`config.mk`:
```
export PLATFORM = sky130hd
export DESIGN_NAME = mips_mc_ctrl
export DESIGN_NICKNAME = d
export VERILOG_FILES = /design/src/rtl/mips_mc_ctrl.sv
export SDC_FILE = /design/constraint.sdc
export NUM_CORES = 1
export LEC_CHECK = 0
export BUFFER_PORTS_ARGS = -buffer_cell sky130_fd_sc_hd__buf_2
export CELL_PAD_IN_SITES_DETAIL_PLACEMENT = 1
export CELL_PAD_IN_SITES_GLOBAL_PLACEMENT = 1
export CORE_MARGIN = 3
export CORE_UTILIZATION = 34
export CTS_CLUSTER_DIAMETER = 200
export DETAILED_ROUTE_END_ITERATION = 10
export GPL_ROUTABILITY_DRIVEN = 0
export PLACE_DENSITY_LB_ADDON = 0.1
export SYNTH_ARGS = -nofsm -noshare
export SYNTH_HDL_FRONTEND = slang
export SYNTH_SLANG_ARGS = --single-unit
```
`constraint.sdc`:
```
create_clock -name c_clk -period 2 [get_ports c_clk]
set_clock_uncertainty 0.2 [all_clocks]
set_input_delay 0.3 -clock c_clk [delete_from_list [all_inputs] [get_ports c_clk]]
set_output_delay 0.3 -clock c_clk [all_outputs]
set_load 0.03 [all_outputs]
```
`src/rtl/mips_mc_ctrl.sv`:
```
// mips_mc_ctrl: multicycle MIPS control FSM with memory wait handshake,
// wait timeout fault, illegal-opcode trap and retired-instruction counter.
module mips_mc_ctrl #(
  parameter int OPCODE_WIDTH = 6,
  parameter int CNT_WIDTH = 32,
  parameter int WAIT_MAX = 15,
  parameter logic [OPCODE_WIDTH-1:0] OP_RTYPE = 6'h00,
  parameter logic [OPCODE_WIDTH-1:0] OP_LW = 6'h23,
  parameter logic [OPCODE_WIDTH-1:0] OP_SW = 6'h2B,
  parameter logic [OPCODE_WIDTH-1:0] OP_BEQ = 6'h04,
  parameter logic [OPCODE_WIDTH-1:0] OP_J = 6'h02,
  parameter logic [OPCODE_WIDTH-1:0] OP_ADDI = 6'h08
) (
  input  logic                    c_clk,
  input  logic                    c_rst,
  input  logic                    c_i_ce,
  input  logic [OPCODE_WIDTH-1:0] c_i_opcode,
  input  logic                    c_i_mem_ready,
  output logic                    c_o_PCWrite,
  output logic                    c_o_PCWriteCond,
  output logic                    c_o_IorD,
  output logic                    c_o_MemRead,
  output logic                    c_o_MemWrite,
  output logic                    c_o_MemtoReg,
  output logic                    c_o_IRWrite,
  output logic                    c_o_RegWrite,
  output logic                    c_o_RegDst,
  output logic                    c_o_ALUSrcA,
  output logic [1:0]              c_o_ALUSrcB,
  output logic [1:0]              c_o_ALUOp,
  output logic [1:0]              c_o_PCSource,
  output logic                    c_o_illegal,
  output logic                    c_o_fault,
  output logic [CNT_WIDTH-1:0]    c_o_retired
);
  localparam int WW = $clog2(WAIT_MAX + 1);
  typedef enum logic [3:0] {
    IDLE, FETCH, DECODE, MEM_ADDR, MEM_RD, MEM_WB, MEM_WR,
    EXEC, R_WB, BRANCH, JUMP, IMM_EXEC, IMM_WB, FAULT
  } state_t;
  state_t state_q, state_d, done_st;
  logic [WW-1:0] wait_q, wait_d;
  logic [CNT_WIDTH-1:0] retired_q, retired_d;
  logic mem_st, timeout, retire, legal;
  assign mem_st = state_q inside {FETCH, MEM_RD, MEM_WR};
  // the WAIT_MAX-th consecutive not-ready cycle faults; ready in that cycle wins
  assign timeout = mem_st && !c_i_mem_ready && wait_q == WW'(WAIT_MAX - 1);
  assign legal = c_i_opcode inside {OP_RTYPE, OP_LW, OP_SW, OP_BEQ, OP_J, OP_ADDI};
  assign done_st = c_i_ce ? FETCH : IDLE;
  assign retire = state_q inside {MEM_WB, R_WB, BRANCH, JUMP, IMM_WB} ||
                  (state_q == MEM_WR && c_i_mem_ready);
  assign c_o_retired = retired_q;
  always_ff @(posedge c_clk) begin
    if (!c_rst) begin
      state_q <= IDLE;
      wait_q <= '0;
      retired_q <= '0;
    end else begin
      state_q <= state_d;
      wait_q <= wait_d;
      retired_q <= retired_d;
    end
  end
  always_comb begin
    state_d = state_q;
    wait_d = (mem_st && !c_i_mem_ready && !timeout) ? wait_q + 1'b1 : '0;
    retired_d = retire ? retired_q + CNT_WIDTH'(1) : retired_q;
    case (state_q)
      IDLE: state_d = c_i_ce ? FETCH : IDLE;
      FETCH: state_d = timeout ? FAULT : c_i_mem_ready ? DECODE : FETCH;
      DECODE: state_d = (c_i_opcode == OP_LW || c_i_opcode == OP_SW) ? MEM_ADDR :
                        c_i_opcode == OP_RTYPE ? EXEC :
                        c_i_opcode == OP_BEQ ? BRANCH :
                        c_i_opcode == OP_J ? JUMP :
                        c_i_opcode == OP_ADDI ? IMM_EXEC : FETCH;
      MEM_ADDR: state_d = (c_i_opcode == OP_SW) ? MEM_WR : MEM_RD;
      MEM_RD: state_d = timeout ? FAULT : c_i_mem_ready ? MEM_WB : MEM_RD;
      MEM_WR: state_d = timeout ? FAULT : c_i_mem_ready ? done_st : MEM_WR;
      EXEC: state_d = R_WB;
      IMM_EXEC: state_d = IMM_WB;
      MEM_WB, R_WB, BRANCH, JUMP, IMM_WB: state_d = done_st;
      FAULT: state_d = FAULT;
      default: state_d = IDLE;
    endcase
  end
  always_comb begin
    c_o_PCWrite = 1'b0;
    c_o_PCWriteCond = 1'b0;
    c_o_IorD = 1'b0;
    c_o_MemRead = 1'b0;
    c_o_MemWrite = 1'b0;
    c_o_MemtoReg = 1'b0;
    c_o_IRWrite = 1'b0;
    c_o_RegWrite = 1'b0;
    c_o_RegDst = 1'b0;
    c_o_ALUSrcA = 1'b0;
    c_o_ALUSrcB = 2'b00;
    c_o_ALUOp = 2'b00;
    c_o_PCSource = 2'b00;
    c_o_illegal = 1'b0;
    c_o_fault = state_q == FAULT;
    case (state_q)
      FETCH: begin
        c_o_MemRead = 1'b1;
        c_o_ALUSrcB = 2'b01;
        c_o_IRWrite = c_i_mem_ready;
        c_o_PCWrite = c_i_mem_ready;
      end
      DECODE: begin
        c_o_ALUSrcB = 2'b11;
        c_o_illegal = !legal;
      end
      MEM_ADDR, IMM_EXEC: begin
        c_o_ALUSrcA = 1'b1;
        c_o_ALUSrcB = 2'b10;
      end
      MEM_RD: begin
        c_o_MemRead = 1'b1;
        c_o_IorD = 1'b1;
      end
      MEM_WB: begin
        c_o_RegWrite = 1'b1;
        c_o_MemtoReg = 1'b1;
      end
      MEM_WR: begin
        c_o_MemWrite = 1'b1;
        c_o_IorD = 1'b1;
      end
      EXEC: begin
        c_o_ALUSrcA = 1'b1;
        c_o_ALUOp = 2'b10;
      end
      R_WB: begin
        c_o_RegWrite = 1'b1;
        c_o_RegDst = 1'b1;
      end
      BRANCH: begin
        c_o_ALUSrcA = 1'b1;
        c_o_ALUOp = 2'b01;
        c_o_PCWriteCond = 1'b1;
        c_o_PCSource = 2'b01;
      end
      JUMP: begin
        c_o_PCWrite = 1'b1;
        c_o_PCSource = 2'b10;
      end
      IMM_WB: c_o_RegWrite = 1'b1;
      default: ;
    endcase
  end
endmodule

```
==> results.cfg <==
[drt]
routed.top_layer = met4
vias = 2641
wl_per_cell_um = 16.93
m1WireLength_um = 3859
met3_length_um = 242
routed_wl_um = 8194
firstDrtPassIters = 4
ant_nets = 0
dr_wl_met2_um = 4008
vias_per_cell = 5.457
drc = 0
drt-initial-drc-count = 73

[global_route]
grt_use_total = 0.1930
grt.overflow.total = 0
antenna_found_initial = 0
first_global_vias = 2469
grt_max_degree = 23
grt_pass1_wl_um = 12100

[cts]
clk_latency_ps = 290
clkSlewWorstSetupHoldPaths_ps = 90
htreeDepth = 2
cts_tree = built
cts_buffers = 5
cts_root_buffer = clkbuf_8
cts.sinks = 40
cts_buffer_depth = 2
hold_buffers = 0

[logic_synthesis]
syn_nets = 313
synthTopCellsByArea = dfxtp_1, nor2_1, a21oi_1
ys_seq_area_frac = 0.3415
synthCells = 300
syn-mean-instance-area_um2 = 7.816
synth-edff-count = 0
synth_cell_types = 47
ys_async_sr_fraction = 0
synth_warnings = 0
synth_top_area_share = 0.3415
ys_ff_latch = 40
synth_flop_cell = dfxtp_1
netlist_area_mm2 = 0.002345
yosysTopAreaCell = dfxtp_1

[finish]
nets = 419
drive_above_1_share = 0.4423
antenna_cells = 0
final_util = 0.5502
area_growth_pct = 53.26

[setup_path]
cp.required_ps = 2040
endpoint_kind = flop
crit_type = reg2reg
crit_path_end = c_o_retired[28]$_SDFFE_PN0P_
crit_start = c_o_retired[11]$_SDFFE_PN0P_
cp.arrival_ps = 2210
path_max_fanout = 4
reg2reg_slack_ps = -170
r2r-end = c_o_retired[28]$_SDFFE_PN0P_
r2r_start = c_o_retired[11]$_SDFFE_PN0P_
worstSetupStartpointType = flop
r2r_cells = 5

[pwr]
powerDensity_mw_per_mm2 = 458.0
irDropWorstVdd_mv = 0.3458
cellLeakagePower_nw = 1.580

[sta]
max_freq_mhz = 461.1
finalCritPeriodShare = 1.084
rsz0062_at_grt = true
hold_viol = 0
worst_pin_slew_ps = 371.4
max_slew_margin = 0.7524
fin_ws_ps = -168.9
setup_violations = 13
final-max-slew-violation-count = 0
setup_tns_ps = -820.9
layout_min_cycle_time_ps = 2169

[placement]
io_buffer_count = 59
hpwl_um = 5595

[floorplanning]
ioPinCount = 60
rows = 29
dieArea_mm2 = 0.007929
dieHeight_um = 89.05
die_w_um = 89.05
core_area_mm2 = 0.006531
start_util = 0.3590

[status]
failed_checks = negative setup slack
status = finished, violations left

[flow_run]
cap_violations = 0

[worst_hold_path]
hold_path_class = in2reg
[power by group]
| group | switching [mW] | leakage (nW) | total, mW | internal (mW) |
|---|---|---|---|---|
| Clock | 0.302 | 0.0534 | 0.623 | 0.321 |
| Combinational | 0.129 | 1.19 | 0.230 | 0.101 |
| Sequential | 0.00953 | 0.335 | 0.793 | 0.784 |
| Total | 0.440 | 1.58 | 1.65 | 1.21 |
[critical path: stages (launching register included)]
cell and delay (ps):
dfxtp_4 360, nand4_1 140, or3_4 400, or4_4 450
or4_4 430, a21oi_2 130
[cell usage in the layout (no fill, tap or decap), drive strengths merged, types with 4 or more instances in the layout]
cell / synthesis / layout
or3: 7 / 7
o21ai: 12 / 12
nand4: 7 / 7
mux2i: 8 / 8
nand2b: 14 / 14
nor2b: 5 / 5
xnor2: 10 / 10
dfxtp: 40 / 40
or4: 8 / 8
nor3: 6 / 6
clkbuf: 16 / 8
xor2: 4 / 4
inv: 6 / 6
nand3: 16 / 16
a211oi: 6 / 6
o31ai: 6 / 6
buf: 4 / 118
nor2: 32 / 32
nand2: 22 / 22
and3: 8 / 8
a21oi: 23 / 23
a2111oi: 4 / 4
[Yosys cell counts, drive strengths merged, types with 2 or more instances]
cell type	count
buf	4
nand3	16
xnor2	10
a21oi	23
or2	2
clkbuf	16
or4	8
nand2b	14
nand4	7
nand2	22
a211oi	6
o21a	3
dfxtp	40
or3	7
a2111oi	4
a31oi	3
mux2i	8
o31ai	6
xor2	4
inv	6
nor3	6
ha	3
nor2	32
and4	2
o21ai	12
a21boi	3
nor4	2
and3	8
and3b	3
nor2b	5
nand3b	2
[repair_timing]
| action | CTS | global route |
|---|---|---|
| pin swaps | 3 | 12 |
| setup buffers | 4 | 13 |
| resized for setup | 21 | 47 |
| setup endpoints to repair | 18 | 22 |
| gates cloned | 0 | 1 |
[cells by family after synthesis]
logic type / Yosys count / share of synthesized area
and+or+nand+nor: 138 / 0.3143
AOI/OAI and AO/OA: 71 / 0.1958
DFF: 40 / 0.3415
buffers and inverters: 26 / 0.04589
xor gates and xnor gates: 14 / 0.05229
muxes: 8 / 0.03415
adders and majority gates: 3 / 0.01601
[flip-flops by register name, indices dropped and copies added (netlist names)]
register / cells
c_o_retired: 32
wait_q: 4
state_q: 4
[stage by stage]
step                power [mW]  cell area [um^2]  std cells  setup WS [ps]  hold slack, ps
finish                   1.646              3593        484         -168.9           147.8
global route             1.710              3593        484         -232.8           150.9
CTS                      1.618              3254        470         -151.6           136.3
detailed placement      0.9916              3049        458         -140.9           262.7
global placement        0.9869              3049        458         -76.13           248.7
floorplan               0.9288              2421        300         -116.2           229.7
[layer usage]
| metal | vias up | GRT usage |
|---|---|---|
| li1 | 1298 | - |
| met2 | 48 | 0.3252 |
| met5 | - | 0 |
| met1 | 1289 | 0.2638 |
| met3 | 6 | 0.02949 |
| met4 | 0 | 0.03654 |
[area by class of cell]
class	count	area (um^2)
clock buffers	7	97.59
clock inverters	1	5.005
fillers	782	2938
inverters	6	22.52
multi-input cells	234	1659
flip-flops and latches	40	859.6
well taps	77	96.34
repair buffers	119	853.3
[how the worst min path moves through the flow]
stage	startpoint	to	slack, ps	cells after the start
3_3_place_gp	wait_q[0]$_SDFF_PN0_	wait_q[0]$_SDFF_PN0_	250	1
2_1_floorplan	wait_q[0]$_SDFF_PN0_	wait_q[0]$_SDFF_PN0_	230	1
5_1_grt	c_i_opcode[5]	state_q[2]$_SDFF_PN0_	150	4
6_report	c_i_opcode[0]	state_q[2]$_SDFF_PN0_	150	4
3_5_place_dp	c_o_retired[31]$_SDFFE_PN0P_	c_o_retired[31]$_SDFFE_PN0P_	260	2
4_1_cts	c_i_opcode[5]	state_q[2]$_SDFF_PN0_	140	4
Power figures use the tool's default switching activity.
